### config.mk
export PLATFORM = sky130hd
export DESIGN_NAME = ex_stage
export DESIGN_NICKNAME = d
export VERILOG_FILES = /design/src/rtl/ex_stage.sv
export SDC_FILE = /design/constraint.sdc
export NUM_CORES = 1
export LEC_CHECK = 0
export ABC_AREA = 1
export BUFFER_PORTS_ARGS = -buffer_cell sky130_fd_sc_hd__buf_4
export CORE_ASPECT_RATIO = 1.5
export CORE_MARGIN = 2
export CORE_UTILIZATION = 61
export DETAILED_ROUTE_END_ITERATION = 7
export PLACE_DENSITY = 0.85
export RECOVER_POWER = 25
export SYNTH_ARGS = -nofsm -noshare
export SYNTH_HDL_FRONTEND = slang
export SYNTH_SLANG_ARGS = --single-unit
### constraint.sdc
create_clock -name clk -period 16.2 [get_ports clk]
set_input_delay 4.86 -clock clk [delete_from_list [all_inputs] [get_ports clk]]
set_output_delay 4.86 -clock clk [all_outputs]
set_load 0.1 [all_outputs]
### src/rtl/ex_stage.sv
// ex_stage: execute stage of the 5-stage MIPS pipeline.
// Computes the ALU result and forwards it combinationally to decode.
// Registers the result into the EX/MEM boundary.
// Owns HI/LO and an iterative shift-add MULTU unit that stalls the pipeline while busy.
// Build option: define FAST_MUL_EN to replace the iterative unit with a
// single-cycle multiplier. That build has no FSM and never stalls.
module ex_stage #(
  parameter int MUL_CYCLES = 32
) (
  input  logic        clk,
  input  logic        rst,
  input  logic        flush_i,
  input  logic [7:0]  aluop_i,
  input  logic [31:0] rs_data_i,
  input  logic [31:0] rt_data_i,
  input  logic [4:0]  w_reg_addr_i,
  input  logic        wd_i,
  output logic [31:0] ex_data,
  output logic        ex_wd_i,
  output logic [4:0]  ex_addr_i,
  output logic [31:0] mem_data,
  output logic        mem_wd,
  output logic [4:0]  mem_addr,
  output logic        stall_req
);

  localparam logic [7:0] OP_SLL   = 8'h00;
  localparam logic [7:0] OP_BEQ   = 8'h04;
  localparam logic [7:0] OP_ORI   = 8'h0d;
  localparam logic [7:0] OP_LUI   = 8'h0f;
  localparam logic [7:0] OP_MFHI  = 8'h10;
  localparam logic [7:0] OP_MFLO  = 8'h12;
  localparam logic [7:0] OP_MULTU = 8'h19;
  localparam logic [7:0] OP_ADDU  = 8'h21;
  localparam logic [7:0] OP_AND   = 8'h24;
  localparam logic [7:0] OP_OR    = 8'h25;
  localparam logic [7:0] OP_XOR   = 8'h26;

  logic [31:0] hi_q, hi_d;
  logic [31:0] lo_q, lo_d;
  logic        stall;
  logic [31:0] result;
  logic        writes_reg;

  // Decode the operation into a result and whether it produces a register write.
  always_comb begin
    // NOTE: every signal assigned here gets a default first, so no path can infer a latch.
    result     = '0;
    writes_reg = 1'b0;
    unique case (aluop_i)
      OP_ADDU: begin result = rs_data_i + rt_data_i;           writes_reg = 1'b1; end
      OP_AND:  begin result = rs_data_i & rt_data_i;           writes_reg = 1'b1; end
      OP_OR:   begin result = rs_data_i | rt_data_i;           writes_reg = 1'b1; end
      OP_XOR:  begin result = rs_data_i ^ rt_data_i;           writes_reg = 1'b1; end
      OP_ORI:  begin result = rs_data_i | rt_data_i;           writes_reg = 1'b1; end
      OP_LUI:  begin result = rt_data_i;                       writes_reg = 1'b1; end
      OP_SLL:  begin result = rt_data_i << rs_data_i[4:0];     writes_reg = 1'b1; end
      OP_MFHI: begin result = hi_q;                            writes_reg = 1'b1; end
      OP_MFLO: begin result = lo_q;                            writes_reg = 1'b1; end
      default: begin result = '0;                              writes_reg = 1'b0; end
    endcase
  end

  assign ex_data   = result;
  assign ex_wd_i   = wd_i & writes_reg & ~flush_i;
  assign ex_addr_i = w_reg_addr_i;
  assign stall_req = stall;

`ifdef FAST_MUL_EN

  // Single-cycle multiply: write HI/LO on the edge MULTU sits in EX, unless it is flushed.
  always_comb begin
    stall = 1'b0;
    hi_d  = hi_q;
    lo_d  = lo_q;
    if (aluop_i == OP_MULTU && !flush_i) begin
      {hi_d, lo_d} = {32'd0, rs_data_i} * {32'd0, rt_data_i};
    end
  end

`else

  localparam int CNT_W = $clog2(MUL_CYCLES);

  typedef enum logic [1:0] {
    S_IDLE,
    S_BUSY,
    S_DONE
  } mul_state_e;

  mul_state_e       state_q, state_d;
  logic [CNT_W-1:0] cnt_q, cnt_d;
  logic [63:0]      mcand_q, mcand_d;
  logic [31:0]      mplier_q, mplier_d;
  logic [63:0]      acc_q, acc_d;
  logic [63:0]      acc_sum;

  // Partial-product accumulation for the current multiplier bit.
  assign acc_sum = acc_q + (mplier_q[0] ? mcand_q : 64'd0);

  // Multiply FSM next state. Stall is requested from the start cycle through the last BUSY cycle.
  always_comb begin
    state_d  = state_q;
    cnt_d    = cnt_q;
    mcand_d  = mcand_q;
    mplier_d = mplier_q;
    acc_d    = acc_q;
    hi_d     = hi_q;
    lo_d     = lo_q;
    stall    = 1'b0;
    unique case (state_q)
      S_IDLE: begin
        if (aluop_i == OP_MULTU && !flush_i) begin
          stall    = 1'b1;
          state_d  = S_BUSY;
          mcand_d  = {32'd0, rs_data_i};
          mplier_d = rt_data_i;
          acc_d    = '0;
          cnt_d    = '0;
        end
      end
      S_BUSY: begin
        if (flush_i) begin
          // Aborted multiply: HI/LO keep their old contents.
          state_d = S_IDLE;
        end else begin
          stall    = 1'b1;
          acc_d    = acc_sum;
          mcand_d  = mcand_q << 1;
          mplier_d = mplier_q >> 1;
          cnt_d    = cnt_q + CNT_W'(1);
          if (cnt_q == CNT_W'(MUL_CYCLES - 1)) begin
            {hi_d, lo_d} = acc_sum;
            state_d      = S_DONE;
          end
        end
      end
      S_DONE: begin
        // The held MULTU is still on the inputs. It retires here without restarting.
        state_d = S_IDLE;
      end
      default: state_d = S_IDLE;
    endcase
  end

  // Multiply datapath and FSM state registers.
  always_ff @(posedge clk or posedge rst) begin
    // NOTE: non-blocking assignments so every flop samples the pre-edge values.
    if (rst) begin
      state_q  <= S_IDLE;
      cnt_q    <= '0;
      mcand_q  <= '0;
      mplier_q <= '0;
      acc_q    <= '0;
    end else begin
      state_q  <= state_d;
      cnt_q    <= cnt_d;
      mcand_q  <= mcand_d;
      mplier_q <= mplier_d;
      acc_q    <= acc_d;
    end
  end

`endif

  // HI/LO architectural registers.
  always_ff @(posedge clk or posedge rst) begin
    if (rst) begin
      hi_q <= '0;
      lo_q <= '0;
    end else begin
      hi_q <= hi_d;
      lo_q <= lo_d;
    end
  end

  // EX/MEM boundary. A bubble is loaded while flushed or stalled.
  always_ff @(posedge clk or posedge rst) begin
    if (rst) begin
      mem_data <= '0;
      mem_wd   <= 1'b0;
      mem_addr <= '0;
    end else if (flush_i || stall) begin
      mem_data <= '0;
      mem_wd   <= 1'b0;
      mem_addr <= '0;
    end else begin
      mem_data <= ex_data;
      mem_wd   <= ex_wd_i;
      mem_addr <= ex_addr_i;
    end
  end

endmodule
# After elaboration in Yosys (flattened, before gate mapping)
# Index checks and enable logic that the tools add are counted.
classes:
  div: 0
  n_shift: 1
  mul: 0
  n_eq_ne: 14
  bitwise_logic: 6
  n_mux: 25
  addsub: 3
  n_lt_le_gt_ge: 0
  reduce_logical: 11
op_table:
  columns: ["operator", "n"]
  rows:
  - ["64-bit two-way mux", 5]
  - ["32-bit case mux with 8 select lines", 1]
  - ["64-bit case mux with 2 select lines", 2]
  - ["32-bit two-way mux", 3]
  - ["64-bit adder", 1]
  - ["32-bit case mux with 2 select lines", 1]
  - ["32-bit adder", 1]
  - ["32-bit bitwise AND", 1]
  - ["8-bit by 6-bit equality test with 1-bit output (second input constant)", 4]
  - ["32-bit bitwise OR", 1]
  - ["32-bit by 5-bit << shifter with 32-bit output", 1]
  - ["32-bit bitwise XOR", 1]
  - ["8-bit by 5-bit equality test with 1-bit output (second input constant)", 3]
  - ["8-bit by 4-bit equality test with 1-bit output (second input constant)", 2]
  - ["5-bit two-way mux", 3]
  - ["5-bit case mux with 2 select lines", 1]
  - ["9-bit OR reduction", 1]
  - ["8-bit zero test", 1]
  - ["2-bit two-way mux", 3]
  - ["3-bit AND reduction", 2]
  - ["5-bit by 1-bit adder with 5-bit output (second input constant)", 1]
  - ["5-bit equality test (second input constant)", 1]
  - ["1-bit two-way mux", 4]
  - ["2-bit inequality test (second input constant)", 2]
  - ["other kinds (13)", 14]
totals:
  latchBits: 0
  mem_bits_rw: 0
  memories: 0
  regBits: 269
  wordCells: 70
  romBits: 0

# Depth between registers and ports, before layout
# Gate-level depths: netlist of the first run.
logic_depth:
  word_depth: 6
  mapped_depth: 20
  depth_no_buf: 18

# Least setup slack after synthesis of the first run
# OpenSTA, ideal clock, no wires.
synth_timing:
  path_kind: "input port to output port"
  startpoint: "input rs_data_i[2]"
  endpoint: "output ex_data[8]"
  setup_slack_ps: 3770
  cell_stages: 9
  arrival_time_ps: 7570
  path_buffers: 1
  required_time_ps: 11340
  cell_sequence: "clkinv_1 -> clkbuf_1 -> ha_1 -> nand3_1 -> nand3_1 -> nand2_1 -> nand2_1 -> xnor2_1 -> o211ai_1"
synth_between:
  elab_chain_len: 2
  word_cells_on_any_way: 3
  cone_classes: "add/sub (1); shift (1); mux (1)"
synth_rtl:
  columns: ["item", "line_no", "rtl"]
  rows:
  - ["from (decl)", "14", "input logic [31:0] rs_data_i,"]
  - ["32-bit adder / 32-bit by 5-bit << shifter with 32-bit output (equally long branches)", "51, 57", null]
  - ["32-bit case mux with 8 select lines *", "50", "unique case (aluop_i)"]
  - ["to (decl)", "18", "output logic [31:0] ex_data,"]
# Mark *: on every way between the ends. The rest lies on a longest branch, timed or not.

# Final worst setup path of the first run
layout_timing:
  startpoint: "input flush_i"
  endpoint: "output stall_req"
layout_between:
  elab_chain_len: 4
  word_cells_on_any_way: 5
  cone_classes: "mux (3); reduce/logical (2)"
layout_rtl:
  columns: ["item", "line_no", "rtl"]
  rows:
  - ["from (decl)", "12", "input logic flush_i,"]
  - ["1-bit zero test", "113", "if (aluop_i == OP_MULTU && !flush_i) begin"]
  - ["1-bit logical AND", "113", null]
  - ["1-bit two-way mux", "113", null]
  - ["1-bit case mux with 2 select lines *", "111", "unique case (state_q)"]
  - ["to (decl)", "24", "output logic stall_req"]
# Marks and branches as above.

==> results of run 1 <==
metal layers:
layer,track usage [%],routed length [µm],share of wire (%),vias to the layer above
met4,49.21,11570,12,6
met5,0,43,0.045,-
met1,49.53,30400,32,11594
li1,-,-,-,11875
met3,13.20,8982,9.4,599
met2,82.06,44680,47,1606
state kept, by name, summed over array words and instances, names as in the netlist:
register,cells
acc_q,64
cnt_q,5
hi_q,32
lo_q,32
mcand_q,64
mem_addr,5
mem_data,32
mem_wd,1
mplier_q,32
state_q,2
layout make-up:
type / count / share of cell area, %
antenna: 6 / 0.05970
clock buffer: 37 / 3.164
clock inverter: 13 / 0.8109
inverter: 662 / 9.895
multi-input combinational: 2724 / 51.82
sequential: 269 / 26.77
tap: 484 / 2.408
timing repair buffer: 169 / 5.079
critical path, stage by stage:
cell and delay, ps:
buf_4 140, nor2_4 90, clkbuf_1 1990, nor2_4 80
inv_4 630, buf_4 410
worst max path at each step:
stage                      start     endpoint  slack (ps)  depth (start not counted)
CTS                 rs_data_i[1]  ex_data[20]        3570                         15
global route        rs_data_i[1]  ex_data[30]        3120                         15
finish                   flush_i    stall_req        3090                          6
detailed placement  rs_data_i[1]  ex_data[20]        3580                         15
global placement    rs_data_i[1]  ex_data[20]        3600                         15
floorplan           rs_data_i[2]   ex_data[8]        3770                          9
through the flow:
| stage | area [µm²] | setup WS, ps | total power (W) | util [%] |
|---|---|---|---|---|
| finish | 25150 | 3090 | 0.002367 | 68.35 |
| global route | 25140 | 3123 | 0.002477 | 68.31 |
| CTS | 25150 | 3571 | 0.002331 | 68.33 |
| detailed placement | 24150 | 3575 | 0.001616 | 65.62 |
| global placement | 24150 | 3602 | 0.001602 | 65.62 |
| floorplan | 22820 | 3770 | 0.001359 | - |
cells by family after synthesis:
family          count (synthesis)  synth area share (%)
simple gates                 2155                 38.42
buf+inv                       782                 13.40
compound gates                405                 10.15
flops                         269                 29.50
fa+ha+maj                     132                 7.303
xor+xnor                       32                 1.228
Yosys cell counts, types with 28 or more instances:
library cell | n | share of area [%]
a21oi_1 | 101 | 2.2
a31oi_1 | 32 | 0.88
buf_2 | 41 | 0.90
clkbuf_1 | 53 | 0.87
dfrtp_1 | 269 | 29
ha_1 | 130 | 7.1
inv_1 | 641 | 11
nand2_1 | 1432 | 24
nand3_1 | 316 | 6.9
nand4_1 | 28 | 0.77
nor2_1 | 301 | 5.0
o211ai_1 | 40 | 1.3
o21ai_0 | 152 | 3.3
o22ai_1 | 40 | 1.1
report_power, final:
| group | switching (W) | leakage, nW | internal [W] |
|---|---|---|---|
| sequential | 0.0000455 | 3.42 | 0.000745 |
| clock | 0.000296 | 0.484 | 0.000424 |
| combinational | 0.000605 | 11.0 | 0.000251 |
==> summary.txt, run 1 <==
RSZ-0062 raised after global routing: no
Fmax achieved: 76.28 MHz
Sequential share of the synthesized area: 29.50%
Synthesized instance count: 3775
Final Setup Violations: 0
Status: finished, violations left
TNS Setup: 0 ps
Failing checks: capacitance limit, slew limit
All-Layer GR Usage: 49.55%
Final worst path period share: 80.92%
CTS tree: yes
Placement Rows: 86
Largest net degree at the start of global routing: 152
Top Ports: 158
Cell variety after synth: 47
Vias/cell: 5.885
Relative slew slack: -252.4%
DRC violations left: 0
Root Buffer: clkbuf_16
Post-CTS sizing: 0
TritonCTS buffer count: 28
Worst-Margin Slew: 5257 ps
CP Capture Type: output pin
Setup Fix Bufs, Post-CTS: 0
Worst-path fanout max: 63
Post-Route WL: 95.66 mm
Post-synth EDFFs: 0
Most common cell after layout, fill and taps aside: nand2_1
WS Path Type: in -> out
LEAKAGE: 14.92 nW
Vias in the first global route: 25091
R2r startpoint: state_q[1]
Worst-path clk slew: 60 ps
Startpoint type of the worst setup path: primary input
DRT Pass-1 Iters: 8
Reg2reg setup slack: 10470 ps
Mapped Area: 22820 µm²
Hold crit path type: reg -> reg
Sequential Area: 6733 µm²
Number of buffer cells added on primary ports: 157
Drt initial violations: 2810
Syn nets: 3988
Primary FF master, synth: dfrtp_1
GR Overflow Total: 0
VDD IR max: 0.1072 mV
Die Height: 240.9 µm
PD cells: 94.11 nW/µm²
First-pass GRT wire length: 144.7 mm
# hold bufs at CTS: 0
Clock Sinks: 269
Worst-Skew Late Latency: 590 ps
Fin crit period: 13110 ps
Fin. Hold Viols: 0
Cells after DPL: 4308
Die area: 39000 µm²
Share of layout cells above drive strength 1: 6.970%
Hold endpoint: lo_q[0]
Avg Inst Size Synth: 6.045 µm²
Critical R2R Capture: mcand_q[3]
Routed WL per cell: 21.92 µm
Via count: 25680
R2R cell count: 9
Clock Path Buffers: 3
Most frequent cells in the layout: nand2_1, inv_1, nand3_1, nor2_1, dfrtp_1
CP required: 11340 ps
Area Overhead vs Synth: 10.22%
Async set-reset flop share out of synthesis: 100.0%
Core area: 36800 µm²
WP data arrival: 8250 ps
Initial antenna violation count: 9
HP Start: lo_q[0]
YS warnings: 0
H-tree depth: 1
Max-slew violation count: 162
Die Wd: 161.9 µm
Worst hold stages: 2
Fin Hold WS: 483.0 ps
Initial Util: 62.01%
# fillers: 3407
Footprint of the multi-input gates: 13030 µm²
# nets final: 4067
RePlAce Congestion: 1.105
Post-route ant nets: 0
Non-Filler Instances: 4364
Worst clock skew: 13.25 ps
Max_cap viols: 2
Hpwl dp: 71.77 mm
Yosys reg bits: 269
Power figures use the tool's default switching activity.
==> inputs of run 2 (changes only) <==
Clock period 16.2 ns to 12.69 ns, I/O delays scaled along.
==> summary.txt, run 2 (synthesized netlist as in run 1, its figures left out) <==
Placement Rows: 86 (unchanged)
Footprint of the multi-input gates: 13030 µm² (unchanged)
Clock Sinks: 269 (unchanged)
Worst-path fanout max: 64 (was 63)
Number of buffer cells added on primary ports: 157 (unchanged)
Final worst path period share: 85.28%
DRT Pass-1 Iters: 8 (unchanged)
Sequential Area: 6733 µm² (unchanged)
# hold bufs at CTS: 0 (unchanged)
Top Ports: 158 (unchanged)
Vias/cell: 5.917 (was 5.885)
Worst clock skew: 15.12 ps (was 13.25 ps)
CP required: 8880 ps (was 11340 ps)
First-pass GRT wire length: 145.0 mm (was 144.7 mm)
RSZ-0062 raised after global routing: no (unchanged)
Worst-path clk slew: 60 ps (about the same)
Fin crit period: 10820 ps
CTS tree: yes (unchanged)
Vias in the first global route: 25132 (was 25091)
# fillers: 3316 (was 3407)
Hold crit path type: reg -> reg (unchanged)
Reg2reg setup slack: 7770 ps (was 10470 ps)
Startpoint type of the worst setup path: primary input (unchanged)
Root Buffer: clkbuf_16 (unchanged)
Max_cap viols: 2 (unchanged)
Fin. Hold Viols: 0 (unchanged)
Area Overhead vs Synth: 10.09% (was 10.22%)
Hold endpoint: hi_q[24] (was lo_q[0])
HP Start: hi_q[24] (was lo_q[0])
Worst hold stages: 2 (unchanged)
Hpwl dp: 72.72 mm (was 71.77 mm)
DRC violations left: 0 (unchanged)
WS Path Type: in -> out (unchanged)
Initial antenna violation count: 4 (was 9)
LEAKAGE: 14.93 nW (was 14.92 nW)
TritonCTS buffer count: 28 (unchanged)
# nets final: 4069 (was 4067)
Largest net degree at the start of global routing: 152 (unchanged)
All-Layer GR Usage: 49.95% (was 49.55%)
Post-Route WL: 97.32 mm (was 95.66 mm)
Final Setup Violations: 0 (unchanged)
R2r startpoint: state_q[1] (unchanged)
WP data arrival: 7010 ps (was 8250 ps)
H-tree depth: 1 (unchanged)
Setup Fix Bufs, Post-CTS: 0 (unchanged)
Most frequent cells in the layout: nand2_1, inv_1, nand3_1, nor2_1, dfrtp_1 (unchanged)
PD cells: 119.5 nW/µm² (was 94.11 nW/µm²)
Failing checks: capacitance limit, slew limit (unchanged)
Top Registers: acc_q (64), mcand_q (64) (unchanged)
Most common cell after layout, fill and taps aside: nand2_1 (unchanged)
Post-CTS sizing: 0 (unchanged)
CP Capture Type: output pin (unchanged)
Initial Util: 62.01% (unchanged)
Worst-Margin Slew: 5212 ps (was 5257 ps)
VDD IR max: 0.1843 mV (was 0.1072 mV)
Routed WL per cell: 22.31 µm (was 21.92 µm)
GR Overflow Total: 0 (unchanged)
Critical R2R Capture: mcand_q[3] (unchanged)
Relative slew slack: -249.4% (was -252.4%)
Drt initial violations: 2852 (was 2810)
Final total power: 0.003003 W (was 0.002367 W)
Share of layout cells above drive strength 1: 7.067% (was 6.970%)
Core area: 36800 µm² (unchanged)
Die Wd: 161.9 µm (unchanged)
R2R cell count: 9 (unchanged)
Fmax achieved: 92.41 MHz
Via count: 25816 (was 25680)
Die area: 39000 µm² (unchanged)
Max-slew violation count: 162 (unchanged)
Clock Path Buffers: 3 (unchanged)
TNS Setup: 0 ps (unchanged)
Status: finished, violations left (unchanged)
Post-route ant nets: 0 (unchanged)
Die Height: 240.9 µm (unchanged)
RePlAce Congestion: 1.101 (was 1.105)
Worst-Skew Late Latency: 590 ps (about the same)
[run 2: changes by cell type in the layout (fill, tap and decap cells not counted), moves of 2 or more]
| cell | change |
|---|---|
| bufinv_16 | -2 |
| clkinv_2 | +3 |
| clkinvlp_4 | -2 |
| diode_2 | -4 |
| clkinv_4 | +3 |
| buf_4 | +2 |
[run 2: critical path: stages]
cell and delay, ps:
buf_4 140, nor2_4 90, clkbuf_1 1820, nor2_4 80
inv_4 620, buf_4 410
[run 2: worst max-delay path by stage]
stage,start,to,cells after the start
2_1_floorplan,rst,acc_q[0],1
3_3_place_gp,rs_data_i[1],ex_data[20],15
3_5_place_dp,rs_data_i[1],ex_data[20],15
4_1_cts,rs_data_i[0],ex_data[20],16
5_1_grt,flush_i,stall_req,6
6_report,flush_i,stall_req,6
[run 2: per-stage QoR]
step | utilization [%] | hold slack, ps | setup slack, ps | area [µm²] | instances
3_3_place_gp | 65.66 | 462.9 | 2288 | 24160 | 4310
2_1_floorplan | - | 449.1 | 1473 | 22820 | 3775
6_report | 68.26 | 486.5 | 1868 | 25120 | 4363
5_1_grt | 68.25 | 500.6 | 1816 | 25120 | 4361
3_5_place_dp | 65.66 | 466.9 | 2262 | 24160 | 4310
4_1_cts | 68.28 | 484.2 | 2255 | 25130 | 4361
[run 2: layout make-up]
type	count	share of cell area, %
Multi-Input combinational cell	2724	51.88
Clock buffer	37	3.207
Antenna cell	2	0.01992
Sequential cell	269	26.80
Inverter	662	9.906
Tap cell	484	2.411
Timing Repair Buffer	171	5.145
Clock inverter	14	0.6325
[run 2: power breakdown]
group | internal, W | total [W] | switching (W)
sequential | 0.000952 | 0.00101 | 0.0000581
combinational | 0.000321 | 0.00111 | 0.000787
clock | 0.000507 | 0.000885 | 0.000378
total | 0.00178 | 0.00300 | 0.00122
[run 2: metal layers]
metal	track usage [%]	up-vias	routed length, µm
met4	50.76	6	12300
met5	0	-	47
met3	13.40	631	10070
met2	81.87	1672	44640
li1	-	11903	-
met1	50.13	11604	30280
